File: config.mk
export PLATFORM = sky130hd
export DESIGN_NAME = alu_rr_arbiter
export DESIGN_NICKNAME = d
export VERILOG_FILES = /design/src/rtl/alu_rr_arbiter.sv
export SDC_FILE = /design/constraint.sdc
export NUM_CORES = 1
export LEC_CHECK = 0
export BUFFER_PORTS_ARGS = -buffer_cell sky130_fd_sc_hd__buf_2
export CAP_MARGIN = 20
export CORE_MARGIN = 2
export CORE_UTILIZATION = 45
export DETAILED_ROUTE_END_ITERATION = 6
export PLACE_DENSITY = 0.8
export SYNTH_ARGS = -nofsm -noshare
export SYNTH_HDL_FRONTEND = slang
export SYNTH_SLANG_ARGS = --single-unit
File: constraint.sdc
create_clock -name clk -period 1.5 [get_ports clk]
set_input_delay 0.15 -clock clk [delete_from_list [all_inputs] [get_ports clk]]
set_output_delay 0.15 -clock clk [all_outputs]
set_load 0.01 [all_outputs]
File: src/rtl/alu_rr_arbiter.sv
// ============================================================================
//  Module      : alu_rr_arbiter
//  Description : Round-robin sharing of one combinational ALU between two
//                valid/ready requesters, with a registered response path.
//  Revision    : 1.0 - initial release
// ============================================================================
`default_nettype none

module alu_rr_arbiter #(
    parameter int DATA_W       = 8,
    parameter int SEL_W        = 3,
    parameter int ISSUE_CYCLES = 1
) (
    input  logic              clk,
    input  logic              rst,

    input  logic              r0_valid,
    output logic              r0_ready,
    input  logic [DATA_W-1:0] r0_a,
    input  logic [DATA_W-1:0] r0_b,
    input  logic [SEL_W-1:0]  r0_s,
    output logic              r0_rvalid,
    input  logic              r0_rready,
    output logic [DATA_W-1:0] r0_result,
    output logic [3:0]        r0_flags,

    input  logic              r1_valid,
    output logic              r1_ready,
    input  logic [DATA_W-1:0] r1_a,
    input  logic [DATA_W-1:0] r1_b,
    input  logic [SEL_W-1:0]  r1_s,
    output logic              r1_rvalid,
    input  logic              r1_rready,
    output logic [DATA_W-1:0] r1_result,
    output logic [3:0]        r1_flags,

    output logic [DATA_W-1:0] alu_a,
    output logic [DATA_W-1:0] alu_b,
    output logic [SEL_W-1:0]  alu_s,
    input  logic [DATA_W-1:0] alu_out,
    input  logic              alu_zero,
    input  logic              alu_cout,
    input  logic              alu_ovf,
    input  logic              alu_neg,

    output logic              busy,
    output logic              grant_id
);

    localparam int         C_CNT_W    = 4;
    localparam logic [3:0] C_CNT_LOAD = C_CNT_W'(ISSUE_CYCLES - 1);

    typedef enum logic [1:0] {
        IDLE  = 2'd0,
        ISSUE = 2'd1,
        RESP  = 2'd2
    } state_t;

    state_t              state_q;
    logic [DATA_W-1:0]   a_q;
    logic [DATA_W-1:0]   b_q;
    logic [SEL_W-1:0]    s_q;
    logic [DATA_W-1:0]   result_q;
    logic [3:0]          flags_q;
    logic                rvalid0_q;
    logic                rvalid1_q;
    logic                busy_q;
    logic                grant_q;
    logic                last_q;
    logic [C_CNT_W-1:0]  cnt_q;

    logic w_idle;
    logic w_pick0;
    logic w_pick1;
    logic w_take;

    // On contention the requester that was not served last wins.
    assign w_idle  = (state_q == IDLE);
    assign w_pick0 = r0_valid && (!r1_valid || last_q);
    assign w_pick1 = r1_valid && (!r0_valid || !last_q);
    assign w_take  = grant_q ? r1_rready : r0_rready;

    assign r0_ready  = w_idle && w_pick0;
    assign r1_ready  = w_idle && w_pick1;

    assign r0_rvalid = rvalid0_q;
    assign r1_rvalid = rvalid1_q;
    assign r0_result = result_q;
    assign r1_result = result_q;
    assign r0_flags  = flags_q;
    assign r1_flags  = flags_q;

    assign alu_a     = a_q;
    assign alu_b     = b_q;
    assign alu_s     = s_q;
    assign busy      = busy_q;
    assign grant_id  = grant_q;

    always_ff @(posedge clk) begin
        if (rst) begin
            state_q   <= IDLE;
            a_q       <= '0;
            b_q       <= '0;
            s_q       <= '0;
            result_q  <= '0;
            flags_q   <= '0;
            rvalid0_q <= 1'b0;
            rvalid1_q <= 1'b0;
            busy_q    <= 1'b0;
            grant_q   <= 1'b0;
            last_q    <= 1'b1;
            cnt_q     <= '0;
        end else begin
            case (state_q)
                IDLE: begin
                    if (w_pick0) begin
                        a_q     <= r0_a;
                        b_q     <= r0_b;
                        s_q     <= r0_s;
                        grant_q <= 1'b0;
                        last_q  <= 1'b0;
                        cnt_q   <= C_CNT_LOAD;
                        busy_q  <= 1'b1;
                        state_q <= ISSUE;
                    end else if (w_pick1) begin
                        a_q     <= r1_a;
                        b_q     <= r1_b;
                        s_q     <= r1_s;
                        grant_q <= 1'b1;
                        last_q  <= 1'b1;
                        cnt_q   <= C_CNT_LOAD;
                        busy_q  <= 1'b1;
                        state_q <= ISSUE;
                    end
                end
                ISSUE: begin
                    if (cnt_q != '0) begin
                        cnt_q <= cnt_q - 1'b1;
                    end else begin
                        result_q  <= alu_out;
                        flags_q   <= {alu_zero, alu_cout, alu_ovf, alu_neg};
                        rvalid0_q <= !grant_q;
                        rvalid1_q <= grant_q;
                        state_q   <= RESP;
                    end
                end
                RESP: begin
                    if (w_take) begin
                        rvalid0_q <= 1'b0;
                        rvalid1_q <= 1'b0;
                        busy_q    <= 1'b0;
                        state_q   <= IDLE;
                    end
                end
                default: begin
                    state_q <= IDLE;
                end
            endcase
        end
    end

endmodule

`default_nettype wire

==> run metrics, run 1 <==
leakage=1.30 nW; synth unique cells=33; core area=4320 µm²; area delta synth->final=32.5%; ratio of final minimum period to clock period=96.8%; most frequent cells in the layout=buf_2 (104), dfxtp_1 (39), nand2_1 (30); Layout Nets=370; post-synthesis sequential area ratio=42.1%; Inserted Clock Buffers=5; Synth Flop Type=dfxtp_1; syn_area_per_cell=9.29 µm²; dpl ws=0.0698 ns; CP Buf/Inv Count=1; DRC=0; final antenna-violating net count=0; router iterations before antenna repair=4; most common cell after layout, fill and taps aside=buf_2; # rows=24; flops & latches, synth=42; Post-Syn Instances=215; Area after DPL=2480 µm²; gr ovfl total=0; Clock Pin Slew Worst Setup and Hold Paths=0.08 ns; Final WS setup=0.0476 ns; WL/cell=12.6 µm; RSZ-0062 raised after global routing=yes; fin crit period=1.45 ns; clk_lat worst skew=0.29 ns; Max Slew Vio Count=0; DRT Wirelength=4600 µm; Worst Setup Path Type=reg -> reg; Worst setup SP type=register; slowest CP cell=nor3b_4; # IOs=105; Die Wd=70.6 µm; Post-synth EDFFs=0; CP Data Required Time=1.72 ns; ant diodes=0; dpl hpwl=3370 µm; Setup Viol. Count Final=0; ys async rst share=0%; DIE AREA=4990 µm²; share of post-route cells with drive strength above 1=49.8%; Die H=70.6 µm; Via density=5.10; endpoints failing hold=0; CP Cell Sequence=inv_2 -> ha_1 -> nor3b_4 -> and2_2 -> nand2_1 -> a21oi_1; largest net degree at the start of global routing=37; via count=1,862; clock skew=0.00532 ns; Longest Clk Path Bufs=2; first-pass GRT wire length=7200 µm; worst rel slew slack=57.5%; DRT iter0 DRCs=69; CP Max Fanout=7; Least-Margin Pin Slew=0.637 ns; CP delay by family, top=simple AND/OR/NAND/NOR gates; Root Buffer=clkbuf_8; All-Layer GR Usage=17.9%; H-Tree Depth=2; Max-Cap Viols=0; syn_nets=273; Sink Count=42; synthesized cell area=2000 µm²; Worst setup EP type=register; synthesis warning total=0; Hold WC Path Type=in -> reg; Worst path max stage delay=0.36 ns; FMAX=689 MHz; CTS tree=done; starting density of the core=46.2%; Final GP Congestion=0.748; vias in the first global route=1,685; initial antenna violation count=0; Worst VDD drop=610 µV; Final Cell Area=2650 µm²; data arrival time of the critical path=1.67 ns; I/O Buffers=104; Cell Pwr Density=1120 nW/µm²; status=completed
## final cells by class
cell class	count	area (µm²)
clock inverter	1	30.0
inverter	5	18.8
timing repair buffer	113	613
sequential	42	845
multi-input combinational	145	997
clock buffer	7	76.3
tap	52	65.1
fill	403	1680
## sequential cells by signal (all words and copies together) (netlist names)
name       flops
grant_id       1
r0_rvalid      1
r1_rvalid      1
r0_result      8
alu_b          8
last_q         1
busy           1
alu_s          3
cnt_q          4
r0_flags       4
alu_a          8
state_q        2
## cell families after synthesis
family	count (synthesis)	synth area share (%)
buffers and inverters	30	9.84
AOI/OAI and AO/OA	49	20.6
adders and majority gates	2	1.25
DFF	42	42.1
muxes	20	10.0
and+or+nand+nor	72	16.2
## path summary, 6_finish.rpt
check,startpoint,to,slack (ns),depth (start not counted)
setup / recovery,cnt_q[0],r0_result[1],0.05,6
hold / removal,alu_out[5],r0_result[5],0.09,3
setup reg to reg,cnt_q[0],r0_result[1],0.05,6
hold reg to reg,r0_result[6],r0_result[6],0.47,2
## tightest hold or removal path, delay by kind of cell
family / cells / cell delay [ns]
buf+inv: 1 / 0.09
compound gates: 1 / 0.05
simple gates: 1 / 0.04
## Yosys cell counts, types with 2 or more instances
master,count,share of area [%]
mux2i_1,20,10
buf_2,4,1.0
nand2b_1,3,0.94
clkbuf_1,3,0.56
a21oi_1,22,5.5
a211oi_2,19,12
dfxtp_1,42,42
nor2_1,24,4.5
nand2_1,31,5.8
ha_1,2,1.3
nand3_1,3,0.75
buf_4,13,4.9
buf_6,4,2.3
nor3_1,3,0.75
inv_1,4,0.75
## timing repair
item,4_1_cts,5_1_grt
setup buffers,0,2
setup endpoints to repair,0,15
resized for setup,0,11
hold buffers,0,0
endpoints found under the hold margin,0,0
## stage by stage
step,hold slack [ns],power [mW],TNS (ns),cells,utilization (%)
final,0.0888,2.97,0,365,61.2
after detailed placement,0.399,2.11,0,353,57.4
after global placement,0.393,2.09,0,353,57.4
after floorplan,0.286,1.86,0,215,-
after CTS,0.0882,2.97,0,361,59.9
after global routing,0.0892,3.12,-0.123,365,61.2
## where the power goes
group	switching [mW]	leakage (nW)	total, mW	internal, mW
clock network	0.367	0.0524	0.865	0.498
registers	0.0736	0.347	1.31	1.24
logic	0.436	0.896	0.790	0.354
## routing by layer
| metal | track usage, % | wire length (µm) | up-vias | share of wire, % |
|---|---|---|---|---|
| met1 | 19.2 | 1810 | 864 | 39 |
| met4 | 6.29 | 65 | 0 | 1.4 |
| met2 | 33.6 | 2370 | 68 | 52 |
| li1 | - | - | 922 | - |
| met3 | 4.84 | 352 | 8 | 7.7 |
| met5 | 0 | 0 | - | 0 |
Power figures use the tool's default switching activity.
==> inputs of run 2 (changes only) <==
--- a/config.mk
+++ b/config.mk
@@ -5,10 +5,11 @@
 export SDC_FILE = /design/constraint.sdc
 export NUM_CORES = 1
 export LEC_CHECK = 0
+export ABC_AREA = 1
 export BUFFER_PORTS_ARGS = -buffer_cell sky130_fd_sc_hd__buf_2
 export CAP_MARGIN = 20
 export CORE_MARGIN = 2
-export CORE_UTILIZATION = 45
+export CORE_UTILIZATION = 46
 export DETAILED_ROUTE_END_ITERATION = 6
 export PLACE_DENSITY = 0.8
 export SYNTH_ARGS = -nofsm -noshare
==> run 2 against run 1 <==
  * Largest power group is now combinational cells
  * Critical path type is now reg -> out
  * Sequential share of layout area decreased by 0.38 points
  * Clock power decreased by 14%
  * Routed wire length decreased by 0.65%
  * Critical endpoint is now r0_ready
==> run metrics, run 2 <==
Cell Pwr Density=1570 nW/µm² (+40%); Metal-1 WL=2020 µm (+12%); # rows=24 (unchanged); clk_lat worst skew=0.29 ns (about the same); first-pass GRT wire length=7850 µm (+9.0%); Synth Flop Type=dfxtp_1; ratio of final minimum period to clock period=91.3% (-5.6 points); DRC=0 (unchanged); synth unique cells=25 (-24%); hold path start=alu_out[3]; data arrival time of the critical path=1.22 ns (-0.45 ns); via count=2,091 (+12%); synthesis warning total=0 (unchanged); starting density of the core=48.2% (+2.1 points); Routed met2 length=2100 µm (-12%); ys async rst share=0% (unchanged); Die H=72.0 µm (+2.0%); initial antenna violation count=0 (unchanged); Post-synth EDFFs=0 (unchanged); Worst setup SP type=register; Hold WC Path Type=in -> reg; CP Data Required Time=1.35 ns (-0.37 ns); Post-Syn Instances=307 (+43%); syn_nets=365 (+34%); top-count cell post-synth=nor2_1; ant diodes=0 (unchanged); dpl cells=440 (+25%); Inserted Clock Buffers=5 (unchanged); most frequent cells in the layout=buf_2 (104), nor2_1 (71), nand2_1 (62); final antenna-violating net count=0 (unchanged); fin crit period=1.37 ns (-0.0834 ns); final std cells w/o fill=450 (+23%); Least-Margin Pin Slew=0.429 ns (-0.208 ns); WL/cell=10.1 µm (-19%); reg-to-reg startpoint=cnt_q[0]; flops & latches, synth=42 (unchanged); RSZ-0062 raised after global routing=no; FMAX=730 MHz (+6.1%); Setup Viol. Count Final=0 (unchanged); Max Slew Vio Count=0 (unchanged); Sink Count=42 (unchanged); All-Layer GR Usage=18.8% (+0.93 points); Longest Clk Path Bufs=2 (unchanged); H-Tree Depth=2 (unchanged); # IOs=105 (unchanged); clock skew=0.00475 ns (-0.000574 ns); Via density=4.65 (-8.9%); Post-CTS Hold Fix Bufs=0 (unchanged); vias in the first global route=1,906 (+13%); router iterations before antenna repair=4 (unchanged); CP Max Fanout=4 (-3); Worst Setup Path Type=reg -> out; leakage=1.52 nW (+18%); share of post-route cells with drive strength above 1=33.9% (-16 points); highest routed layer=met4; DRT iter0 DRCs=103 (+49%); post-synthesis sequential area ratio=39.5% (-2.6 points); critical path launch point=last_q; Die Wd=72.0 µm (+2.0%); DIE AREA=5190 µm² (+4.1%); Final GP Congestion=0.759 (+1.5%); dpl hpwl=3400 µm (+0.90%); post-synth top area share=39.5% (-2.6 points); Worst VDD drop=636 µV (+4.3%); Met3 Wirelength=430 µm (+22%); CTS tree=done; Commonest cells post-synth=nor2_1 (71), nand2_1 (62), dfxtp_1 (42); area delta synth->final=25.1%; gr ovfl total=0 (unchanged); synthesized cell area=2130 µm² (+6.6%); dominant cells by area after synthesis=dfxtp_1 (39%), nor2_1 (13%), nand2_1 (11%); Layout Nets=455 (+23%); endpoints failing hold=0 (unchanged); Fin Setup TNS=0 ns (unchanged); Max-Cap Viols=0 (unchanged); DRT Wirelength=4570 µm (-0.65%); largest net degree at the start of global routing=40 (+8.1%); I/O Buffers=104 (unchanged); Yosys top cell by area=dfxtp_1; most common cell after layout, fill and taps aside=buf_2; Clock Pin Slew Worst Setup and Hold Paths=0.08 ns (about the same); status=completed; syn_area_per_cell=6.94 µm² (-25%); core area=4410 µm² (+2.1%); Root Buffer=clkbuf_8; worst rel slew slack=71.4% (+14 points); Worst setup EP type=output pin
## run 2: worst paths after layout
kind | end | slack [ns] | depth (start not counted)
hold reg to reg | busy | 0.48 | 2
setup / recovery | r0_ready | 0.13 | 6
hold / removal | r0_result[3] | 0.1 | 3
setup reg to reg | cnt_q[3] | 0.16 | 8
## run 2: cell families (layout without fill, tap and decap cells)
logic type	count (synthesis)	after routing	synth area share, %
adder cells (fa/ha/maj)	2	2	1.17
buffers and inverters	58	149	14.7
flip-flops	42	42	39.5
AND/OR/NAND/NOR	180	180	38.0
AO/OA/AOI/OAI	25	25	6.64
## run 2: critical path, stage by stage (launching register included)
cell and delay [ns]:
dfxtp_1 0.33, inv_1 0.05, nand2_1 0.07, nand2_1 0.11
buf_6 0.15, nor2_1 0.08, buf_2 0.14
## run 2: power breakdown
group / internal, mW / switching [mW]
clock network: 0.371 / 0.370
registers: 1.43 / 0.203
logic: 0.727 / 1.09
total: 2.53 / 1.66
## run 2: area by class of cell
class / instances / area [µm²]
fill: 427 / 1750
multi-input combinational: 207 / 976
sequential: 42 / 841
timing repair buffer: 111 / 577
inverter: 30 / 115
clock buffer: 7 / 86.3
tap: 52 / 65.1
clock inverter: 1 / 5.00
## run 2: timing repair
action | in CTS | in global routing
setup buffers | 0 | 2
gates resized for setup | 0 | 1
endpoints found under the hold margin | 0 | 0
setup endpoints to repair | 0 | 1
## run 2: stage by stage
step | power [mW] | instance area (µm²) | hold slack [ns] | setup slack [ns] | utilization [%]
finish | 4.19 | 2670 | 0.0961 | 0.131 | 60.4
global route | 4.58 | 2670 | 0.120 | 0.0139 | 60.4
CTS | 4.23 | 2650 | 0.0924 | 0.0221 | 59.9
detailed placement | 3.48 | 2550 | 0.395 | 0.167 | 57.9
global placement | 3.44 | 2550 | 0.389 | 0.194 | 57.9
floorplan | 3.11 | 2130 | 0.298 | 0.310 | -
## run 2: per-layer routing
metal  track usage, %  vias to the layer above
met4             6.29                        0
li1                 -                     1119
met1             21.6                      886
met3             6.94                        2
met2             32.4                       84
met5                0                        -
==> inputs of run 3 (changes only) <==
--- a/config.mk
+++ b/config.mk
@@ -8,10 +8,11 @@
 export ABC_AREA = 1
 export BUFFER_PORTS_ARGS = -buffer_cell sky130_fd_sc_hd__buf_2
 export CAP_MARGIN = 20
+export CORE_ASPECT_RATIO = 0.9
 export CORE_MARGIN = 2
-export CORE_UTILIZATION = 46
+export CORE_UTILIZATION = 41
 export DETAILED_ROUTE_END_ITERATION = 6
-export PLACE_DENSITY = 0.8
+export PLACE_DENSITY = 0.76
 export SYNTH_ARGS = -nofsm -noshare
 export SYNTH_HDL_FRONTEND = slang
 export SYNTH_SLANG_ARGS = --single-unit
==> constraint.sdc (replaced) <==
create_clock -name clk -period 1.2 [get_ports clk]
set_input_delay 0.12 -clock clk [delete_from_list [all_inputs] [get_ports clk]]
set_output_delay 0.12 -clock clk [all_outputs]
set_load 0.01 [all_outputs]
==> run 3 against run 2 <==
  * The run now ends with negative setup slack left
  * Clock skew shrank 0.0013 ns
  * Largest power group unchanged
  * Highest routed layer unchanged
  * Sequential share of layout area down 3.4 points
  * Non-clock buffer count increased by 16
  * Global-route usage fell by 0.95 points
  * Critical path type unchanged
==> run metrics, run 3 (synthesized netlist as in run 2, its figures left out) <==
status=finished, violations left; failing checks=negative setup slack; area delta synth->final=42.1%; endpoints failing hold=0 (unchanged); Die H=72.4 µm (+0.46%); CTS tree=done; Util after Layout=61.4% (+1.1 points); clk_lat worst skew=0.29 ns (about the same); DRT Wirelength=5360 µm (+17%); NetSw=2.38 mW (+43%); starting density of the core=43.2% (-5.0 points); Worst VDD drop=894 µV (+41%); Via density=4.64 (-0.21%); DIE AREA=5790 µm² (+12%); Max-Cap Viols=0 (unchanged); Fin Setup TNS=-0.0191 ns (-0.0191 ns); Worst setup EP type=output pin; All-Layer GR Usage=17.9% (-0.95 points); most frequent cells in the layout=buf_2 (103), nor2_1 (62), nand2_1 (57); RSZ-0062 raised after global routing=yes; Post-CTS Hold Fix Bufs=0 (unchanged); Clock Pin Slew Worst Setup and Hold Paths=0.08 ns (about the same); # IOs=105 (unchanged); Sink Count=42 (unchanged); FMAX=820 MHz; most common cell after layout, fill and taps aside=buf_2; dpl hpwl=3930 µm (+16%); Layout Nets=471 (+3.5%); largest net degree at the start of global routing=19 (-53%); Least-Margin Pin Slew=0.551 ns (+0.122 ns); Worst setup SP type=register; final antenna-violating net count=0 (unchanged); Root Buffer=clkbuf_8; ant diodes=0 (unchanged); CP Data Required Time=1.08 ns (-0.27 ns); Inserted Clock Buffers=5 (unchanged); share of post-route cells with drive strength above 1=44.4% (+11 points); dpl cells=466 (+5.9%); Filler Cells Inserted=459 (+7.5%); initial antenna violation count=0 (unchanged); via count=2,221 (+6.2%); DRC=0 (unchanged); H-Tree Depth=2 (unchanged); CP Max Fanout=4 (unchanged); clock skew=0.00343 ns (-0.00132 ns); Clk pwr share=21.2% (+3.5 points); fin crit period=1.22 ns; dpl ws=-0.0105 ns (-0.178 ns); Cell Pwr Density=2120 nW/µm² (+35%); final std cells w/o fill=479 (+6.4%); data arrival time of the critical path=1.10 ns (-0.12 ns); leakage=1.66 nW (+8.8%); WL/cell=11.2 µm (+10%); Setup Viol. Count Final=1 (+1); Pint=4.03 mW (+59%); Final GP Congestion=0.861 (+13%); ratio of final minimum period to clock period=102%; # rows=24 (unchanged); vias in the first global route=1,937 (+1.6%); I/O Buffers=104 (unchanged); DRT iter0 DRCs=52 (-50%); Power Total=6.41 mW (+53%); Hold WC Path Type=in -> reg; Longest Clk Path Bufs=2 (unchanged); Sequential Power Share=32.3% (-6.7 points); Worst Setup Path Type=reg -> out; Final WS setup=-0.0191 ns (-0.150 ns); Sw Ratio=37.1% (-2.5 points); core area=4920 µm² (+12%); Die Wd=80.0 µm (+11%); Combinational Power Share=46.5% (+3.2 points); worst rel slew slack=63.2% (-8.1 points); gr ovfl total=0 (unchanged); router iterations before antenna repair=4 (unchanged); first-pass GRT wire length=8270 µm (+5.5%); Max Slew Vio Count=0 (unchanged)
[run 3: routing by layer]
layer	GRT usage [%]	share of wire [%]	vias up	routed length, µm
met3	5.60	9.3	4	498
li1	-	-	1155	-
met2	31.3	48	90	2560
met1	21.3	42	972	2260
met4	4.52	0.69	0	37
met5	0	0	-	0
[run 3: worst max-delay path, stage by stage, from the launching register on]
cell,delay (ns)
dfxtp_4,0.37
nor2_4,0.17
inv_2,0.05
nor2_2,0.08
buf_2,0.14
[run 3: area by class of cell]
cell class                 instances  area [µm²]  share of cell area [%]
clock buffer                       6        82.6                    2.73
clock inverter                     2        60.1                    1.99
inverter                          30         120                    3.97
multi-input combinational        207        1070                    35.3
sequential                        42         851                    28.1
tap                               65        81.3                    2.69
timing repair buffer             127         762                    25.2
[run 3: worst paths after layout]
kind / depth (start not counted) / startpoint / end / slack, ns
max: 4 / state_q[0] / r0_ready / -0.02
min: 3 / alu_cout / r0_flags[2] / 0.06
max reg2reg: 8 / state_q[0] / alu_b[6] / 0.02
min reg2reg: 2 / busy / busy / 0.48
[run 3: power by group through the flow]
stage | clock, mW | sequential (mW) | combinational [mW]
floorplan | 0 | 2.22 | 1.67
global placement | 0 | 2.05 | 2.57
detailed placement | 0 | 2.06 | 2.61
CTS | 1.40 | 2.04 | 2.66
global route | 1.46 | 2.12 | 3.32
finish | 1.36 | 2.07 | 2.98
[run 3: what timing repair did]
action                                  4_1_cts  5_1_grt
endpoints found under the setup margin        9       37
cloned                                        0        1
buffers inserted                              2        3
resized for setup                            10       40
pin swaps                                     0       13
[run 3: per-stage QoR]
| stage | hold WS [ns] | cell area (µm²) |
|---|---|---|
| floorplan | 0.268 | 2130 |
| global route | 0.0690 | 3030 |
| detailed placement | 0.364 | 2710 |
| finish | 0.0634 | 3030 |
| CTS | 0.0601 | 2880 |
| global placement | 0.365 | 2710 |
